File: src/rtl/lsu_pkg.sv
// Shared definitions for the load/store unit.
//   - RV32I load/store funct3 encodings
//   - response fault codes
//   - FSM state encoding
//   - helpers for byte-enable and store-lane generation
package lsu_pkg;

  localparam logic [2:0] F3_B  = 3'b000;
  localparam logic [2:0] F3_H  = 3'b001;
  localparam logic [2:0] F3_W  = 3'b010;
  localparam logic [2:0] F3_BU = 3'b100;
  localparam logic [2:0] F3_HU = 3'b101;

  localparam logic [1:0] FAULT_NONE     = 2'b00;
  localparam logic [1:0] FAULT_MISALIGN = 2'b01;
  localparam logic [1:0] FAULT_ILLEGAL  = 2'b10;
  localparam logic [1:0] FAULT_TIMEOUT  = 2'b11;

  typedef enum logic {
    ST_IDLE   = 1'b0,
    ST_ACCESS = 1'b1
  } lsu_state_e;

  // Size is carried in funct3[1:0] for both signed and unsigned variants.
  function automatic logic [3:0] byte_en(input logic [2:0] f3, input logic [1:0] a);
    case (f3[1:0])
      2'b00:   byte_en = 4'b0001 << a;
      2'b01:   byte_en = 4'b0011 << a;
      default: byte_en = 4'b1111;
    endcase
  endfunction

  // Replicate the store data across all lanes so the byte enables alone
  // select where it lands.
  function automatic logic [31:0] store_lanes(input logic [2:0] f3, input logic [31:0] wd);
    case (f3[1:0])
      2'b00:   store_lanes = {4{wd[7:0]}};
      2'b01:   store_lanes = {2{wd[15:0]}};
      default: store_lanes = wd;
    endcase
  endfunction

endpackage

File: src/rtl/load_align.sv
// Load data alignment and extension (purely combinational).
//   rdata   : raw 32-bit word from memory
//   addr_lo : byte offset within the word
//   funct3  : load type (B/H/W/BU/HU)
//   data    : right-aligned, sign/zero-extended result (0 for unused codes)
module load_align
  import lsu_pkg::*;
(
  input  logic [31:0] rdata,
  input  logic [1:0]  addr_lo,
  input  logic [2:0]  funct3,
  output logic [31:0] data
);

  logic [31:0]        shifted;
  logic signed [7:0]  b_s;
  logic signed [15:0] h_s;
  logic signed [31:0] b_ext;
  logic signed [31:0] h_ext;

  always_comb begin
    shifted = rdata >> {addr_lo, 3'b000};
    b_s     = shifted[7:0];
    h_s     = shifted[15:0];
    b_ext   = b_s;
    h_ext   = h_s;
    data    = '0;
    case (funct3)
      F3_B:    data = b_ext;
      F3_H:    data = h_ext;
      F3_W:    data = shifted;
      F3_BU:   data = {24'd0, shifted[7:0]};
      F3_HU:   data = {16'd0, shifted[15:0]};
      default: data = '0;
    endcase
  end

endmodule

File: src/rtl/load_store_unit.sv
// Load/store unit: turns an ALU effective address + rs2 + funct3 into a single
// outstanding request/ready data-memory access and returns extended load data
// or a fault to writeback.
//   req_*  : request from execute (req_ready high only when idle)
//   mem_*  : registered data-memory port, fields stable while mem_valid
//   rsp_*  : registered one-cycle response (data, fault code, tag, trap addr)
// TIMEOUT_CYCLES bounds how long mem_valid may wait for mem_ready (0 = never).
module load_store_unit
  import lsu_pkg::*;
#(
  parameter int unsigned TIMEOUT_CYCLES = 16
) (
  input  logic        clk,
  input  logic        reset_n,
  input  logic        req_valid,
  output logic        req_ready,
  input  logic [31:0] req_addr,
  input  logic [31:0] req_wdata,
  input  logic [2:0]  req_funct3,
  input  logic        req_is_store,
  input  logic [4:0]  req_rd,
  output logic        mem_valid,
  input  logic        mem_ready,
  output logic        mem_we,
  output logic [31:0] mem_addr,
  output logic [31:0] mem_wdata,
  output logic [3:0]  mem_be,
  input  logic [31:0] mem_rdata,
  output logic        rsp_valid,
  output logic        rsp_is_load,
  output logic [4:0]  rsp_rd,
  output logic [31:0] rsp_data,
  output logic [1:0]  rsp_fault,
  output logic [31:0] rsp_addr
);

  lsu_state_e  state_q, state_d;
  logic [31:0] cnt_q, cnt_d;
  logic [31:0] addr_q, addr_d;
  logic [2:0]  f3_q, f3_d;
  logic        store_q, store_d;
  logic [4:0]  rd_q, rd_d;

  logic        mem_valid_q, mem_valid_d;
  logic        mem_we_q, mem_we_d;
  logic [31:0] mem_addr_q, mem_addr_d;
  logic [31:0] mem_wdata_q, mem_wdata_d;
  logic [3:0]  mem_be_q, mem_be_d;

  logic        rsp_valid_q, rsp_valid_d;
  logic        rsp_is_load_q, rsp_is_load_d;
  logic [4:0]  rsp_rd_q, rsp_rd_d;
  logic [31:0] rsp_data_q, rsp_data_d;
  logic [1:0]  rsp_fault_q, rsp_fault_d;
  logic [31:0] rsp_addr_q, rsp_addr_d;

  logic        req_illegal;
  logic        req_misalign;
  logic [31:0] load_val;

  load_align u_load_align (
    .rdata   (mem_rdata),
    .addr_lo (addr_q[1:0]),
    .funct3  (f3_q),
    .data    (load_val)
  );

  always_comb begin
    // Stores have no unsigned variants, so any funct3[2] store is illegal.
    req_illegal  = (req_funct3 == 3'b011) || (req_funct3 == 3'b110) ||
                   (req_funct3 == 3'b111) || (req_is_store && req_funct3[2]);
    req_misalign = ((req_funct3[1:0] == 2'b01) && req_addr[0]) ||
                   ((req_funct3[1:0] == 2'b10) && (req_addr[1:0] != 2'b00));

    state_d       = state_q;
    cnt_d         = cnt_q;
    addr_d        = addr_q;
    f3_d          = f3_q;
    store_d       = store_q;
    rd_d          = rd_q;
    mem_valid_d   = mem_valid_q;
    mem_we_d      = mem_we_q;
    mem_addr_d    = mem_addr_q;
    mem_wdata_d   = mem_wdata_q;
    mem_be_d      = mem_be_q;
    rsp_valid_d   = 1'b0;
    rsp_is_load_d = rsp_is_load_q;
    rsp_rd_d      = rsp_rd_q;
    rsp_data_d    = rsp_data_q;
    rsp_fault_d   = rsp_fault_q;
    rsp_addr_d    = rsp_addr_q;

    case (state_q)
      ST_IDLE: begin
        if (req_valid) begin
          if (req_illegal || req_misalign) begin
            rsp_valid_d   = 1'b1;
            rsp_fault_d   = req_illegal ? FAULT_ILLEGAL : FAULT_MISALIGN;
            rsp_data_d    = '0;
            rsp_rd_d      = req_rd;
            rsp_addr_d    = req_addr;
            rsp_is_load_d = !req_is_store;
          end else begin
            state_d     = ST_ACCESS;
            cnt_d       = '0;
            addr_d      = req_addr;
            f3_d        = req_funct3;
            store_d     = req_is_store;
            rd_d        = req_rd;
            mem_valid_d = 1'b1;
            mem_we_d    = req_is_store;
            mem_addr_d  = {req_addr[31:2], 2'b00};
            mem_wdata_d = store_lanes(req_funct3, req_wdata);
            mem_be_d    = byte_en(req_funct3, req_addr[1:0]);
          end
        end
      end
      ST_ACCESS: begin
        // mem_ready is tested first so a ready in the expiring cycle still completes.
        if (mem_ready || ((TIMEOUT_CYCLES != 0) && (cnt_q == TIMEOUT_CYCLES - 1))) begin
          state_d       = ST_IDLE;
          mem_valid_d   = 1'b0;
          mem_we_d      = 1'b0;
          rsp_valid_d   = 1'b1;
          rsp_fault_d   = mem_ready ? FAULT_NONE : FAULT_TIMEOUT;
          rsp_data_d    = (mem_ready && !store_q) ? load_val : 32'd0;
          rsp_rd_d      = rd_q;
          rsp_addr_d    = addr_q;
          rsp_is_load_d = !store_q;
        end else begin
          cnt_d = cnt_q + 32'd1;
        end
      end
      default: state_d = ST_IDLE;
    endcase
  end

  always_ff @(posedge clk) begin
    if (!reset_n) begin
      state_q       <= ST_IDLE;
      cnt_q         <= '0;
      addr_q        <= '0;
      f3_q          <= '0;
      store_q       <= 1'b0;
      rd_q          <= '0;
      mem_valid_q   <= 1'b0;
      mem_we_q      <= 1'b0;
      mem_addr_q    <= '0;
      mem_wdata_q   <= '0;
      mem_be_q      <= '0;
      rsp_valid_q   <= 1'b0;
      rsp_is_load_q <= 1'b0;
      rsp_rd_q      <= '0;
      rsp_data_q    <= '0;
      rsp_fault_q   <= '0;
      rsp_addr_q    <= '0;
    end else begin
      state_q       <= state_d;
      cnt_q         <= cnt_d;
      addr_q        <= addr_d;
      f3_q          <= f3_d;
      store_q       <= store_d;
      rd_q          <= rd_d;
      mem_valid_q   <= mem_valid_d;
      mem_we_q      <= mem_we_d;
      mem_addr_q    <= mem_addr_d;
      mem_wdata_q   <= mem_wdata_d;
      mem_be_q      <= mem_be_d;
      rsp_valid_q   <= rsp_valid_d;
      rsp_is_load_q <= rsp_is_load_d;
      rsp_rd_q      <= rsp_rd_d;
      rsp_data_q    <= rsp_data_d;
      rsp_fault_q   <= rsp_fault_d;
      rsp_addr_q    <= rsp_addr_d;
    end
  end

  assign req_ready   = (state_q == ST_IDLE);
  assign mem_valid   = mem_valid_q;
  assign mem_we      = mem_we_q;
  assign mem_addr    = mem_addr_q;
  assign mem_wdata   = mem_wdata_q;
  assign mem_be      = mem_be_q;
  assign rsp_valid   = rsp_valid_q;
  assign rsp_is_load = rsp_is_load_q;
  assign rsp_rd      = rsp_rd_q;
  assign rsp_data    = rsp_data_q;
  assign rsp_fault   = rsp_fault_q;
  assign rsp_addr    = rsp_addr_q;

endmodule

File: config.mk
export PLATFORM = sky130hd
export DESIGN_NAME = load_store_unit
export DESIGN_NICKNAME = d
export VERILOG_FILES = /design/src/rtl/lsu_pkg.sv /design/src/rtl/load_align.sv /design/src/rtl/load_store_unit.sv
export SDC_FILE = /design/constraint.sdc
export NUM_CORES = 1
export LEC_CHECK = 0
export ABC_AREA = 1
export CAP_MARGIN = 0
export CORE_MARGIN = 3
export CORE_UTILIZATION = 44
export DETAILED_ROUTE_END_ITERATION = 12
export HOLD_SLACK_MARGIN = 0.03
export PLACE_DENSITY = 0.77
export SYNTH_ARGS = -nofsm -noshare
export SYNTH_HDL_FRONTEND = slang
export SYNTH_SLANG_ARGS = --single-unit
File: constraint.sdc
create_clock -name clk -period 1.7 [get_ports clk]
set_input_delay 0.17 -clock clk [delete_from_list [all_inputs] [get_ports clk]]
set_output_delay 0.17 -clock clk [all_outputs]
set_load 0.02 [all_outputs]
# Word-level counts from Yosys, hierarchy flattened
# Cells that the tools add are included.
# W data, S select, Z words.
[totals] ff_bits=215
[classes] add_sub_neg=1 n_eq_ne=15 shift=3 muxes=45 bitwise_logic=2 reduce_logical=19
[op_table] cell="$mux W32" count=10
[op_table] cell="$pmux W32 S2" count=4
[op_table] cell="$pmux W32 S5" count=1
[op_table] cell="$add A32 B1 Y32 const B" count=1
[op_table] cell="$eq A32 B4 Y1 const B" count=1
[op_table] cell="$shr A32 B5 Y32" count=1
[op_table] cell="$mux W5" count=3
[op_table] cell="$mux W1" count=14
[op_table] cell="$eq A3 B3 Y1 const B" count=4
[op_table] cell="$reduce_and A3 Y1" count=4
[op_table] cell="$mux W2" count=5
[op_table] cell="$pmux W1 S2" count=5
[op_table] cell="$pmux W5 S2" count=1
[op_table] cell="$pmux W4 S2" count=1
[op_table] cell="$eq A3 B2 Y1 const B" count=2
[op_table] cell="$logic_or A1 B1 Y1" count=6
[op_table] cell="$ne A2 B2 Y1 const B" count=3
[op_table] cell="$logic_and A1 B1 Y1" count=4
[op_table] cell="$ne A2 B1 Y1 const B" count=2
[op_table] cell="$pmux W2 S2" count=1
[op_table] cell="$shl A1 B2 Y4 const A" count=1
[op_table] cell="$shl A2 B2 Y4 const A" count=1
[op_table] cell="$eq A3 B1 Y1 const B" count=1
[op_table] cell="$logic_not A3 Y1" count=1
[op_table] cell="6 further kinds" count=8

# Logic depth before layout (Yosys ltp)
[depth] word_depth=8 mapped_depth=11

# By module
# Synthesis repeated with hierarchy kept, for this count alone.
[unflattened] hier_cells=1562 hier_area_um2=9910.8
[by_module_without_submodules] module="load_store_unit" instances=1 cells_each=1370 area_each_um2=8906.0
[by_module_without_submodules] module="load_align" instances=1 cells_each=192 area_each_um2=1004.7

# Least setup slack after synthesis
# OpenSTA, ideal clock, no wires.
[synth_timing] path_kind="reg2reg" from="register cnt_q[0]" to="register rsp_data_q[10], in the netlist rsp_data[10]" setup_ns=0.132 arrival_ns=1.642 slack_ns=-0.074 path_stages_with_launch=11 n_path_buf=2 synth_period_minus_slack_ns=1.774 path_cell_list="dfxtp_1 > ha_1 > nand3_1 > nor2_1 > nand2_1 > o21ai_2 > nand3_1 > buf_4 > buf_2 > nand2_1 > a21oi_1"
[synth_between] elab_chain_cells=4
[synth_rtl] item="from (decl)" line="load_store_unit.sv:38" source="logic [31:0] cnt_q, cnt_d;"
[synth_rtl] item="from (signal assigned)" line="load_store_unit.sv:159" source="cnt_q <= cnt_d;"
[synth_rtl] item="$eq A32 B4 Y1" line="load_store_unit.sv:120" source="if (mem_ready || ((TIMEOUT_CYCLES != 0) && (cnt_q == TIMEOUT_CYCLES - 1))) begin"
[synth_rtl] item="$logic_or A1 B1 Y1" line="load_store_unit.sv:120"
[synth_rtl] item="$ne A2 B1 Y1 (no source line)"
[synth_rtl] item="$reduce_and A3 Y1 (no source line)"
[synth_rtl] item="to (signal assigned)" line="load_store_unit.sv:172" source="rsp_data_q <= rsp_data_d;"
[synth_rtl] item="to (decl)" line="load_store_unit.sv:53" source="logic [31:0] rsp_data_q, rsp_data_d;"
# Every way passes these cells.
# A chain may end at the register's enable or synchronous reset.

# Worst setup path in the final report
[layout_timing] from="register cnt_q[1]" to="register cnt_q[11]"
[layout_between] elab_chain_cells=4 word_cells_on_any_way=7 classes_between="1 x add/sub; 2 x eq/ne; 2 x mux; 2 x reduce/logical"
[layout_rtl] item="branches (longest 4 deep; another with $add A32 B1 Y32)"
# Parallel ways; which one is timed is not known. The select of a mux whose other input is x is not followed.

==> flow_metrics.env <==
export IMPL_stdcell_count=1960
export IMPL_crit_path_top_delay_cell="dfxtp_2"
export IMPL_p_int_mw=7.87
export IMPL_num_rows=52
export IMPL_drtIter0Drc=693
export IMPL_final_common_cell="nand2_1"
export IMPL_skew_ns=0.0176
export IMPL_cellPowerDensity_mw_per_mm2=848
export IMPL_clockBufferDepth=2
export IMPL_drt_met1_wl_mm=13.2
export IMPL_setup_viol=7
export IMPL_wl_met3_mm=3.07
export IMPL_status="finished, violations left"
export IMPL_antennaDiodeCount=0
export IMPL_clk_pin_slew_ns=0.08
export IMPL_hpwl_mm=21.9
export IMPL_worst_slew_pin_slew_ns=0.546
export IMPL_grt_ovfl_total=0
export IMPL_leakage_nw=5.35
export IMPL_ys_ff_latch=185
export IMPL_slew_violations=0
export IMPL_cp_start_kind="register"
export IMPL_ys_seq_area_frac=0.395
export IMPL_cts_hold_buffers=0
export IMPL_finalNetCount=1787
export IMPL_rsz0062_at_grt="true"
export IMPL_drc=0
export IMPL_drive_gt1_frac=0.140
export IMPL_num_vias=10413
export IMPL_violations="negative setup slack"
export IMPL_setup_slack_ns=-0.0574
export IMPL_syn_to_final_growth_pct=46.0
export IMPL_grt_usage=0.257
export IMPL_path_cells="ha_4 > nand3_4 > nor2_4 > nand2_2 > o21ai_4 > buf_6 > nand2_8 > clkbuf_16 > a21oi_2 > nor2_1"
export IMPL_place_gp_congestion=1.01
export IMPL_hold_ws_ns=0.102
export IMPL_ant_nets=0
export IMPL_period_minus_slack_ns=1.76
export IMPL_yosysWarningCount=0
export IMPL_drv_cap=0
export IMPL_place_area_sq_mm=0.0125
export IMPL_stdcell_area_sq_mm=0.0137
export IMPL_dr_pass1_iters=6
export IMPL_antenna_found_initial=0
export IMPL_grt_pass1_vias=9682
export IMPL_cp_num_buf_inv=2
export IMPL_slowest_delay_ns=0.36
export IMPL_cts_sinks=185
export IMPL_final_cell_mix="348 x nand2_1, 264 x nor2_1, 246 x clkdlybuf4s50_1, 179 x dfxtp_1, 98 x buf_4"
export IMPL_io_pins=253
export IMPL_fin_crit_sh=1.03
export IMPL_setup_tns_ns=-0.126
export IMPL_start_util=0.456
export IMPL_ir_drop_v=0.000720
export IMPL_path_max_fanout=7
export IMPL_cp_data_required_time_ns=2.03
export IMPL_die_h_microns=152
export IMPL_endpoint_kind="register"
export IMPL_hold_viol_final=0
export IMPL_grt_max_degree=62
export IMPL_highest_layer="met4"
export IMPL_netSwitchingFraction=0.323
export IMPL_seqPwrFrac=0.410
export IMPL_synthesis_instances=1406
export IMPL_synth_area_sq_mm=0.00938
export IMPL_cp_top_family="simple AND/OR/NAND/NOR gates"
export IMPL_port_buffers=250
export IMPL_dieArea_sq_mm=0.0231
export IMPL_dp_cells=1914
export IMPL_htree_levels=4
export IMPL_drt_wl_total_mm=32.3
export IMPL_combPwrFrac=0.241
export IMPL_dieWidth_microns=152
export IMPL_cts_root_buffer="clkbuf_16"
export IMPL_clkLatencyLatePin_ns=0.45
export IMPL_wl_per_cell_microns=16.5
export IMPL_fmax_ghz=0.569
export IMPL_slew_headroom=0.635
export IMPL_core_sq_mm=0.0206
export IMPL_pwr_share_clk=0.348
export IMPL_synth_area_per_cell_sq_um=6.67
export IMPL_cts_tree="yes"
export IMPL_critPathKind="reg2reg"
export IMPL_wl_met2_mm=15.1
export IMPL_p_switching_mw=3.75
export IMPL_numCtsBuffers=17
export IMPL_grt_pass1_wl_mm=49.9
export IMPL_yosysUniqueCellTypes=34
export IMPL_pre_cts_ws_ns=-0.372
export IMPL_viasPerCell=5.31
export IMPL_hp_class="in2reg"
export IMPL_critPathArrivalTime_ns=2.09
## final cells by class
class	count	area [sq um]
Clock inverter	15	178
Sequential cell	185	3710
Multi-Input combinational cell	1051	5100
Inverter	48	188
Clock buffer	17	425
Tap cell	270	338
Timing Repair Buffer	374	3760
Fill cell	1787	6870
## final timing paths
check	from	to	slack (ns)	cells past startpoint
min reg2reg	mem_wdata[5]	mem_wdata[5]	0.45	2
max reg2reg	cnt_q[1]	cnt_q[11]	-0.06	10
max	cnt_q[1]	cnt_q[11]	-0.06	10
min	reset_n	cnt_q[0]	0.10	3
## worst reg2reg max path: stages (launching register included)
cell,delay (ns)
dfxtp_2,0.36
ha_4,0.15
nand3_4,0.07
nor2_4,0.13
nand2_2,0.09
o21ai_4,0.18
buf_6,0.17
nand2_8,0.11
clkbuf_16,0.19
a21oi_2,0.14
nor2_1,0.06
## Yosys cell counts
| library cell | n | share of area |
|---|---|---|
| nand2_2 | 1 | 0.00067 |
| buf_6 | 4 | 0.0048 |
| a21oi_1 | 93 | 0.050 |
| o21ai_1 | 3 | 0.0016 |
| clkinv_1 | 3 | 0.0012 |
| nor2_1 | 283 | 0.11 |
| buf_1 | 8 | 0.0032 |
| buf_4 | 44 | 0.035 |
| xnor2_1 | 2 | 0.0019 |
| dfxtp_1 | 185 | 0.39 |
| nand2_1 | 364 | 0.15 |
| o21a_1 | 1 | 0.00080 |
| inv_1 | 41 | 0.016 |
| mux2i_1 | 35 | 0.037 |
| nor2_4 | 1 | 0.0012 |
| a31oi_1 | 8 | 0.0053 |
| or2_1 | 1 | 0.00067 |
| nor4_1 | 4 | 0.0027 |
| nand4_1 | 38 | 0.025 |
| ha_1 | 1 | 0.0013 |
| inv_2 | 4 | 0.0016 |
| nor2_2 | 1 | 0.00067 |
| nor3_1 | 2 | 0.0011 |
| xor2_1 | 8 | 0.0075 |
| nand3_2 | 2 | 0.0021 |
| buf_2 | 29 | 0.015 |
| nand3_1 | 89 | 0.047 |
| conb_1 | 1 | 0.00040 |
| clkbuf_1 | 38 | 0.015 |
| o21ai_2 | 1 | 0.00093 |
| a21oi_2 | 2 | 0.0019 |
| o211ai_1 | 16 | 0.013 |
| o21ai_0 | 92 | 0.049 |
| o31ai_1 | 1 | 0.00080 |
## per-stage QoR
stage / power (mW) / util
detailed placement: 7.44 / 0.610
CTS: 11.5 / 0.642
global placement: 7.41 / 0.610
floorplan: 6.27 / -
finish: 11.6 / 0.666
global route: 12.1 / 0.666
## repair_timing
item	in CTS	in global routing
setup buffers	2	3
pin swaps	1	12
gates resized for setup	14	81
gates cloned	0	9
endpoints found under the setup margin	105	106
## state kept, by name (all words and copies together), names as in the netlist, 2 cells and up
| signal | flops |
|---|---|
| rsp_rd | 5 |
| mem_wdata | 32 |
| f3_q | 3 |
| rd_q | 5 |
| mem_be | 4 |
| addr_q | 31 |
| rsp_addr | 32 |
| rsp_data | 32 |
| cnt_q | 32 |
| rsp_fault | 2 |
## power groups by stage
stage	combinational (mW)	clock, mW	sequential (mW)
finish	2.80	4.05	4.76
CTS	2.62	4.08	4.75
detailed placement	2.59	0	4.85
floorplan	1.22	0	5.06
global placement	2.57	0	4.84
global route	3.02	4.29	4.80
## layer usage
| metal | up-vias | GRT usage |
|---|---|---|
| li1 | 5101 | - |
| met5 | - | 0 |
| met2 | 499 | 0.425 |
| met3 | 65 | 0.0765 |
| met4 | 0 | 0.0706 |
| met1 | 4748 | 0.328 |
## cell families (layout without fill, tap and decap cells)
group | Yosys count | count (layout) | share of synthesized area
AO/OA/AOI/OAI | 217 | 217 | 0.123
XOR/XNOR | 10 | 10 | 0.00934
adder cells (fa/ha/maj) | 1 | 1 | 0.00133
buffers and inverters | 171 | 454 | 0.0931
flip-flops | 185 | 185 | 0.395
multiplexers | 35 | 35 | 0.0373
other | 1 | 2 | 0.000400
AND/OR/NAND/NOR | 786 | 786 | 0.341
Note: power is estimated with default switching activity, not from simulation.
